==> src/rtl/match_sequencer.sv <==
// Match flow controller for a two-player ball game: start, serve delay, play, scoring, game over.
// Optional pause support is compiled in when MATCH_PAUSE_EN is defined.
module match_sequencer #(
   parameter int POINTS_TO_WIN         = 7,
   parameter int SERVE_DELAY_IN_CLOCKS = 25000000,
   localparam int SW                   = $clog2(POINTS_TO_WIN + 1)
) (
   input  logic          clk,
   input  logic          rst,
   input  logic          start_button,
   input  logic          goal_1,
   input  logic          goal_2,
   input  logic          pause_button,
   output logic          game_rst_n,
   output logic          move_enable,
   output logic [SW-1:0] score_1,
   output logic [SW-1:0] score_2,
   output logic [1:0]    winner,
   output logic [2:0]    state_out
);

   localparam int CW = $clog2(SERVE_DELAY_IN_CLOCKS);
   localparam logic [SW-1:0] WIN_SCORE = SW'(POINTS_TO_WIN);
   localparam logic [CW-1:0] LAST_CNT  = CW'(SERVE_DELAY_IN_CLOCKS - 1);

   typedef enum logic [2:0] {
      ST_IDLE      = 3'd0,
      ST_SERVE     = 3'd1,
      ST_PLAY      = 3'd2,
      ST_POINT     = 3'd3,
      ST_GAME_OVER = 3'd4,
      ST_PAUSED    = 3'd5
   } state_t;

   state_t        state_q, state_d;
   logic [SW-1:0] score_1_q, score_1_d;
   logic [SW-1:0] score_2_q, score_2_d;
   logic [1:0]    winner_q, winner_d;
   logic [CW-1:0] cnt_q, cnt_d;
   logic          start_prev_q;
   logic          start_evt;

   assign start_evt = start_button & ~start_prev_q;

`ifdef MATCH_PAUSE_EN
   logic pause_prev_q;
   logic pause_evt;
   assign pause_evt = pause_button & ~pause_prev_q;

   always_ff @(posedge clk or posedge rst) begin
      if (rst) pause_prev_q <= 1'b0;
      else     pause_prev_q <= pause_button;
   end
`else
   logic unused_pause;
   assign unused_pause = pause_button;
`endif

   always_ff @(posedge clk or posedge rst) begin
      if (rst) begin
         state_q      <= ST_IDLE;
         score_1_q    <= '0;
         score_2_q    <= '0;
         winner_q     <= 2'b00;
         cnt_q        <= '0;
         start_prev_q <= 1'b0;
      end else begin
         state_q      <= state_d;
         score_1_q    <= score_1_d;
         score_2_q    <= score_2_d;
         winner_q     <= winner_d;
         cnt_q        <= cnt_d;
         start_prev_q <= start_button;
      end
   end

   always_comb begin
      state_d   = state_q;
      score_1_d = score_1_q;
      score_2_d = score_2_q;
      winner_d  = winner_q;
      cnt_d     = cnt_q;
      case (state_q)
         ST_IDLE, ST_GAME_OVER: begin
            if (start_evt) begin
               state_d   = ST_SERVE;
               score_1_d = '0;
               score_2_d = '0;
               winner_d  = 2'b00;
               cnt_d     = '0;
            end
         end
         ST_SERVE: begin
            if (cnt_q == LAST_CNT) begin
               cnt_d   = '0;
               state_d = ST_PLAY;
            end else begin
               cnt_d = cnt_q + 1'b1;
            end
         end
         ST_PLAY: begin
            // A simultaneous goal pair is a no-score rally end.
            if (goal_1 || goal_2) begin
               state_d = ST_POINT;
               if (goal_1 && !goal_2)
                  score_1_d = (score_1_q == WIN_SCORE) ? WIN_SCORE : score_1_q + 1'b1;
               else if (goal_2 && !goal_1)
                  score_2_d = (score_2_q == WIN_SCORE) ? WIN_SCORE : score_2_q + 1'b1;
            end
`ifdef MATCH_PAUSE_EN
            else if (pause_evt) begin
               state_d = ST_PAUSED;
            end
`endif
         end
         ST_POINT: begin
            if (score_1_q == WIN_SCORE) begin
               state_d  = ST_GAME_OVER;
               winner_d = 2'b01;
            end else if (score_2_q == WIN_SCORE) begin
               state_d  = ST_GAME_OVER;
               winner_d = 2'b10;
            end else begin
               state_d = ST_SERVE;
               cnt_d   = '0;
            end
         end
`ifdef MATCH_PAUSE_EN
         ST_PAUSED: begin
            if (pause_evt) state_d = ST_PLAY;
         end
`endif
         default: begin
            state_d = ST_IDLE;
            cnt_d   = '0;
         end
      endcase
   end

   assign game_rst_n  = (state_q == ST_PLAY) || (state_q == ST_POINT) || (state_q == ST_PAUSED);
   assign move_enable = (state_q == ST_PLAY);
   assign score_1     = score_1_q;
   assign score_2     = score_2_q;
   assign winner      = winner_q;
   assign state_out   = state_q;

endmodule

==> config.mk <==
export PLATFORM = sky130hd
export DESIGN_NAME = match_sequencer
export DESIGN_NICKNAME = d
export VERILOG_FILES = /design/src/rtl/match_sequencer.sv
export SDC_FILE = /design/constraint.sdc
export NUM_CORES = 1
export LEC_CHECK = 0
export ABC_AREA = 1
export CAP_MARGIN = 20
export CORE_MARGIN = 2
export CORE_UTILIZATION = 25
export CTS_BUF_LIST = sky130_fd_sc_hd__clkbuf_2
export DETAILED_ROUTE_END_ITERATION = 7
export PLACE_DENSITY = 0.48
export SLEW_MARGIN = 0
export SYNTH_ARGS = -nofsm -noshare
export SYNTH_HDL_FRONTEND = slang
export SYNTH_SLANG_ARGS = --single-unit
==> constraint.sdc <==
create_clock -name clk -period 1.6 [get_ports clk]
set_input_delay 0.4 -clock clk [delete_from_list [all_inputs] [get_ports clk]]
set_output_delay 0.4 -clock clk [all_outputs]
set_load 0.05 [all_outputs]
Yosys cells after proc, flatten, opt, wreduce, memory -nomap -nowiden
Cells that the tools add are included.

Output and inout port bits: 13. Register bits: 37. Word-level logic and storage cells: 70. Bits of input ports: 6.

Bitwise logic cells: 3. Eq/ne operators: 17. Multiplexer cells: 25. Add/sub/neg operators: 3. Reductions and logical operators: 16.

Operator list (number): 25-bit 2-to-1 mux (4); 25-bit one-hot mux with 4 select lines (1); 3-bit 2-to-1 mux (13); 25-bit by 1-bit adder with 25-bit output (second input constant) (1); 25-bit == test (second input constant) (1); 3-bit == test (second input constant) (4); 3-bit one-hot mux with 2 select lines (2); 3-bit one-hot mux with 4 select lines (1); 2-bit inequality test (second input constant) (5); 4-bit AND reduction (2); 3-bit by 1-bit adder with 3-bit output (second input constant) (2); 3-bit by 2-bit == test with 1-bit output (second input constant) (2); 2-bit 2-to-1 mux (3); 2-bit by 1-bit inequality test with 1-bit output (second input constant) (3); 3-bit AND reduction (2); 5-bit AND reduction (1); 2-bit one-hot mux with 2 select lines (1); 2-bit nonzero test (2); 3-bit by 1-bit == test with 1-bit output (second input constant) (1); 3-bit logical NOT (1); 1-bit logical OR (3); 3-bit inequality test (second input constant) (1); 1-bit logical AND (2); 1-bit logical NOT (2); other kinds (3) (4).

Longest topological paths before layout
Gate-level depths: netlist of run 1.

Depth after elaboration: 6. Depth in mapped cells: 11. Gate-level depth less buffers: 10.

Worst setup path after synthesis of run 1
Ideal clock, no wire load.

Kind: reg-to-reg. Start: register state_q[1], in the netlist state_out[1]. End: register score_2_q[0], in the netlist score_2[0]. Slack: -248 ps. Path buffers: 0. Data arrival time: 1719 ps. Library setup time: 129 ps. Cell stages (with the launch flop): 8. Data required time: 1471 ps. Period minus slack after synthesis: 1848 ps. Path through: dfrtp_1 > inv_1 > nor2_2 > nand2_1 > inv_1 > nand3_1 > nand3_1 > o21ai_0.

Elaborated cells on any way between the ends: 11. Classes of those cells: eq/ne: 6; mux: 1; reduce/logical: 4.

RTL lines: from (decl) (RTL line 35) `state_t state_q, state_d;`; from (signal assigned) (RTL line 68) `state_q <= state_d;`; 3-bit by 2-bit == test with 1-bit output *; named net move_enable (RTL line 15) `output logic move_enable,`; 2-bit by 1-bit inequality test with 1-bit output (no line), or another cell as far along; 5-bit AND reduction (no line); to (signal assigned) (RTL line 70) `score_2_q <= score_2_d;`; to (decl) (RTL line 37) `logic [SW-1:0] score_2_q, score_2_d;`.

The timed path passes the listed nets; every way through them passes the cells marked *. A chain may end at the register's enable or synchronous reset.

Worst setup path in the final report of run 1
Start: register state_q[1], in the netlist state_out[1]. End: output port move_enable.

Longest elaborated chain between the ends: 1.

Ends and longest elaborated chain: 3-bit by 2-bit == test with 1-bit output (RTL line 141) `assign move_enable = (state_q == ST_PLAY);`; to (decl) (RTL line 15).

Every way passes these cells.

==> flow_metrics.py, run 1 <==
metrics = {
    "floorplanning": {
        "die_w_um": 100.1,
        "core_area_sq_mm": 0.009109,
        "die_y_um": 100.1,
        "row_count": 35,
        "start_util_pct": 25.37,
        "dieArea_sq_mm": 0.01003,
        "ios": 19,
    },
    "final_layout": {
        "final_common_cell": "nand2_1",
        "drive_gt1_share_pct": 24.81,
        "fin_util_pct": 35.60,
        "num_antenna_cells": 0,
        "area_delta_synth_final_pct": 40.34,
        "final_cell_mix": "nand2_1 (105), nor2_1 (45), inv_1 (37)",
        "finish.net_count": 411,
    },
    "outcome": {
        "violations": "setup timing",
        "outcome": "finished with violations",
    },
    "grt": {
        "grt_max_degree": 38,
        "grt_pass1_vias": 2397,
        "track_usage_pct": 13.99,
        "grt_first_pass_wirelength_um": 11180,
        "antenna_found_initial": 0,
        "globalRouteOverflowTotal": 0,
    },
    "worst_hold_path": {
        "hold_class": "input port to asynchronous set/reset pin",
    },
    "logic_synthesis": {
        "synthDistinctLibCells": 25,
        "synth_area_sq_mm": 0.002311,
        "ys_seq_elements": 37,
        "post_synth_xor_area_fraction_pct": 2.274,
        "syn_inst": 344,
        "synth_compound_area_share_pct": 6.822,
        "avgSynthCellArea_sq_um": 6.718,
        "yosys.area_share.simple_pct": 40.66,
        "synth_top_family_by_area": "simple AND/OR/NAND/NOR gates",
        "ys_seq_area_share_pct": 40.06,
        "yosys_warnings": 0,
        "synth_nets": 353,
        "synth_fa_ha_area_share_pct": 1.624,
        "synth_mux_area_share_pct": 0,
    },
    "clock_tree": {
        "clock-sinks": 37,
        "htree_levels": 2,
        "clockBufferDepth": 2,
        "cts_hold_buf": 0,
        "cts.reportedPaths.clkPinSlew_ps": 220,
        "clk-insertion-delay-late_ps": 390,
        "cts_tree": "built",
        "cts-root-buf": "clkbuf_2",
        "cts_buffers": 5,
    },
    "pwr": {
        "p_leak_uw": 0.001511,
        "power-per-cell-area_mw_per_mm2": 1159,
        "ir_drop_v": 0.0007354,
    },
    "route": {
        "firstDrtPassIters": 4,
        "ant_nets": 0,
        "via_count": 2369,
        "drt_wl_total_um": 6581,
        "wl_per_cell_um": 12.80,
        "drt_iter0_drc": 86,
        "drc": 0,
        "vias_per_cell": 4.609,
    },
    "setup_path": {
        "rr_endpoint": "cnt_q[7]$_DFFE_PP0P_",
        "worstSetupPathType": "flip-flop to output port",
        "cp.required_ps": 1200,
        "ff2ff_setup_slack_ps": 10,
        "critPathMaxFanout": 3,
        "rr_worst_depth": 9,
        "start_kind": "flip-flop",
        "arrival_ps": 1310,
        "end_kind": "output port",
        "reg2reg_from": "score_1[1]$_DFFE_PP0P_",
    },
    "sta": {
        "finalSetupTns_ps": -249.9,
        "whs_ps": 316.4,
        "fin_ws_ps": -107.0,
        "setup_viol": 3,
        "tightest_slew_ps": 402.6,
        "fin_skew_ps": 22.30,
        "fin_crit_sh_pct": 106.7,
        "rsz0062_at_grt": "true",
        "finalMaxSlewViolations": 0,
        "period_minus_slack_ps": 1707,
        "max_freq_mhz": 585.8,
        "timing.max_slew.rel_slack_pct": 73.06,
        "hold_viol": 0,
    },
    "placement": {
        "gp_congestion": 0.8285,
        "dp_hpwl_um": 4638,
        "port-buffer-count": 17,
        "pre_cts_slack_ps": -185.9,
    },
    "run": {
        "drv_cap": 0,
    },
}
## worst max-delay path by stage
stage                             startpoint                endpoint  slack, ps  cells past startpoint
floorplan             score_1[0]$_DFFE_PP0P_   cnt_q[22]$_DFFE_PP0P_          6                     10
global placement                      goal_2  score_1[2]$_DFFE_PP0P_       -170                      6
detailed placement                    goal_2  score_1[1]$_DFFE_PP0P_       -190                      6
CTS                 state_out[1]$_DFFE_PP0P_             move_enable       -150                      5
global route        state_out[1]$_DFFE_PP0P_             move_enable       -210                      5
finish              state_out[1]$_DFFE_PP0P_             move_enable       -110                      5
## worst max-delay path: stages, from the launching register on
cell and delay, ps:
dfrtp_2 450, inv_2 90, nor2_4 50, nand2_2 90, clkinvlp_4 110, buf_12 150
## metrics by stage
step | cell area, sq um | power, uW | std cells
2_1_floorplan | 2341 | 2080 | 344
3_3_place_gp | 2983 | 2960 | 496
3_5_place_dp | 2983 | 2974 | 496
4_1_cts | 3070 | 3513 | 508
5_1_grt | 3243 | 4042 | 514
6_report | 3243 | 3757 | 514
## power by group
group	total (uW)	internal (uW)	switching (uW)
Clock	446	117	329
Sequential	1130	1040	91.2
Combinational	2180	966	1210
## Yosys cell counts (all sizes together)
cell	n	area, sq um
a21oi	3	15.01
a31oi	1	6.260
buf	4	35.03
clkbuf	1	5.000
dfrtp	37	925.9
ha	3	37.54
inv	42	157.7
nand2	119	451.7
nand3	33	170.2
nand4	16	100.1
nor2	53	211.5
o211a	1	10.01
o21a	1	7.510
o21ai	21	105.1
o22ai	1	6.260
o31ai	1	7.510
or2	1	6.260
xor2	6	52.55
## sequential cells by signal, indices dropped and copies added, names as in the netlist
signal and count:
winner 2, score_1 3, state_out 3, start_prev_q 1
cnt_q 25, score_2 3
## logic make-up (layout without fill, tap and decap cells)
logic type,Yosys count,in the layout
xor+xnor,6,6
buf+inv,47,106
compound gates,29,29
simple gates,222,222
fa+ha+maj,3,3
flops,37,37
## cell type report
class,count,area [sq um]
clock inverter,1,3.754
timing repair inverter,1,6.256
multi-input combinational,260,1295
sequential,37,937.1
timing repair buffer,55,658.1
tap,111,138.9
inverter,42,168.9
fill,984,5866
clock buffer,7,35.03
## layer usage
layer  vias up  GRT usage [%]  routed length (um)
met1      1108          18.37                3157
met3         4          2.577                 220
met2        42          23.39                3146
met4         0          4.320                  58
li1       1215              -                   -
met5         -              0                   0
## timing repair
item	in CTS	in global routing
setup endpoints to repair	2	34
setup buffers	4	4
cloned	0	2
hold endpoints to repair	0	0
pin swaps	2	8
gates resized for setup	6	38
(Power assumes the default switching activity.)
==> run 2, diff against run 1 <==
--- a/config.mk
+++ b/config.mk
@@ -12,6 +12,7 @@
 export CTS_BUF_LIST = sky130_fd_sc_hd__clkbuf_2
 export DETAILED_ROUTE_END_ITERATION = 7
 export PLACE_DENSITY = 0.48
+export SKIP_LAST_GASP = 1
 export SLEW_MARGIN = 0
 export SYNTH_ARGS = -nofsm -noshare
 export SYNTH_HDL_FRONTEND = slang
==> flow_metrics.py, run 2 (same netlist as run 1, synthesis figures left out) <==
metrics = {
    "placement": {
        "placed_area_sq_mm": 0.002983,
        "dp_hpwl_um": 4638,
        "port-buffer-count": 17,
        "pre_cts_slack_ps": -185.9,
        "gp_congestion": 0.8285,
    },
    "clock_tree": {
        "clockBufferDepth": 2,
        "cts.reportedPaths.clkPinSlew_ps": 210,
        "clk-insertion-delay-late_ps": 390,
        "htree_levels": 2,
        "clock-sinks": 37,
        "cts-root-buf": "clkbuf_2",
        "cts_buffers": 5,
        "cts_hold_buf": 0,
        "cts_tree": "built",
    },
    "route": {
        "firstDrtPassIters": 4,
        "drt_wl_total_um": 6594,
        "wl_per_cell_um": 12.83,
        "vias_per_cell": 4.605,
        "drt_iter0_drc": 104,
        "via_count": 2367,
        "ant_nets": 0,
        "drc": 0,
    },
    "pwr": {
        "internal_power_uw": 2126,
        "power-per-cell-area_mw_per_mm2": 1160,
        "ir_drop_v": 0.0007354,
        "p_leak_uw": 0.001513,
        "p_sw_uw": 1633,
        "swShare_pct": 43.44,
        "sequentialPowerShare_pct": 30.2,
        "p_clk_share_pct": 11.9,
        "combPwrFrac_pct": 58.0,
    },
    "floorplanning": {
        "die_y_um": 100.1,
        "start_util_pct": 25.37,
        "row_count": 35,
        "core_area_sq_mm": 0.009109,
        "die_w_um": 100.1,
        "dieArea_sq_mm": 0.01003,
        "ios": 19,
    },
    "final_layout": {
        "top_register": "cnt_q",
        "multiInputGateArea_sq_mm": 0.001295,
        "area_delta_synth_final_pct": 40.28,
        "largest_reg_flops": 25,
        "seqCellArea_sq_um": 935.9,
        "nFillCells": 984,
        "final_cell_mix": "nand2_1 (105), nor2_1 (45), inv_1 (37)",
        "final_common_cell": "nand2_1",
        "num_antenna_cells": 0,
        "drive_gt1_share_pct": 24.57,
        "final_area_sq_mm": 0.003242,
        "finish.net_count": 411,
    },
    "setup_path": {
        "arrival_ps": 1310,
        "critPathMaxFanout": 3,
        "rr_worst_depth": 9,
        "start_kind": "flip-flop",
        "rr_endpoint": "cnt_q[7]$_DFFE_PP0P_",
        "end_kind": "output port",
        "ff2ff_setup_slack_ps": 10,
        "worstSetupPathType": "flip-flop to output port",
        "reg2reg_from": "score_1[1]$_DFFE_PP0P_",
        "cp.required_ps": 1200,
    },
    "grt": {
        "grt_first_pass_wirelength_um": 11180,
        "antenna_found_initial": 0,
        "globalRouteOverflowTotal": 0,
        "grt_max_degree": 38,
        "grt_pass1_vias": 2397,
        "track_usage_pct": 13.99,
    },
    "run": {
        "drv_cap": 0,
    },
    "sta": {
        "tightest_slew_ps": 401.3,
        "max_freq_mhz": 585.9,
        "fin_skew_ps": 22.36,
        "period_minus_slack_ps": 1707,
        "fin_ws_ps": -106.8,
        "rsz0062_at_grt": "true",
        "hold_viol": 0,
        "finalMaxSlewViolations": 0,
        "timing.max_slew.rel_slack_pct": 73.15,
        "finalSetupTns_ps": -249.0,
        "setup_viol": 3,
        "fin_crit_sh_pct": 106.7,
    },
    "worst_hold_path": {
        "hold_class": "input port to asynchronous set/reset pin",
    },
    "outcome": {
        "outcome": "finished with violations",
        "violations": "setup timing",
    },
}
## run 2: cell counts in the layout (fill, tap and decap cells not counted)
Identical to the previous run, type by type.
## run 2: critical path: stages (launching register included)
cell	delay, ps
dfrtp_2	450
inv_2	90
nor2_4	50
nand2_2	90
clkinvlp_4	110
buf_12	150
## run 2: worst max path at each step
stage	from	slack (ps)	to	depth (start not counted)
2_1_floorplan	score_1[0]$_DFFE_PP0P_	6	cnt_q[22]$_DFFE_PP0P_	10
3_3_place_gp	goal_2	-170	score_1[2]$_DFFE_PP0P_	6
3_5_place_dp	goal_2	-190	score_1[1]$_DFFE_PP0P_	6
4_1_cts	state_out[1]$_DFFE_PP0P_	-150	move_enable	5
5_1_grt	state_out[1]$_DFFE_PP0P_	-210	move_enable	5
6_report	state_out[1]$_DFFE_PP0P_	-110	move_enable	5
## run 2: cell type report
cell class | instances | area share (%)
inverters | 42 | 5.210
clock inverters | 1 | 0.1158
multi-input cells | 260 | 39.95
well taps | 111 | 4.284
repair inverters | 1 | 0.1930
clock buffers | 7 | 1.081
repair buffers | 55 | 20.30
flip-flops and latches | 37 | 28.87
## run 2: what timing repair did
item / 4_1_cts / 5_1_grt
pin swaps: 2 / 8
buffers inserted: 4 / 4
resized for setup: 5 / 38
endpoints found under the setup margin: 2 / 34
gates cloned: 0 / 2
## run 2: per-layer routing
layer / up-vias / part of all wire [%] / GRT usage [%]
met5: - / 0 / 0
met4: 0 / 0.88 / 4.320
met3: 4 / 3.4 / 2.577
met2: 42 / 48 / 23.39
met1: 1106 / 48 / 18.37
li1: 1215 / - / -
## run 2: power groups by stage
stage	logic, uW	registers [uW]	clock network [uW]
floorplan	715	1360	0
global placement	1810	1150	0
detailed placement	1830	1150	0
CTS	1920	1120	472
global route	2370	1150	525
finish	2180	1130	446
## run 2: stage by stage
stage	total power [uW]	hold slack (ps)	utilization [%]	cells
detailed placement	2974	516.0	32.75	496
CTS	3513	307.8	33.67	508
global route	4042	317.2	35.59	514
global placement	2960	486.9	32.75	496
floorplan	2080	431.4	-	344
finish	3759	316.7	35.59	514
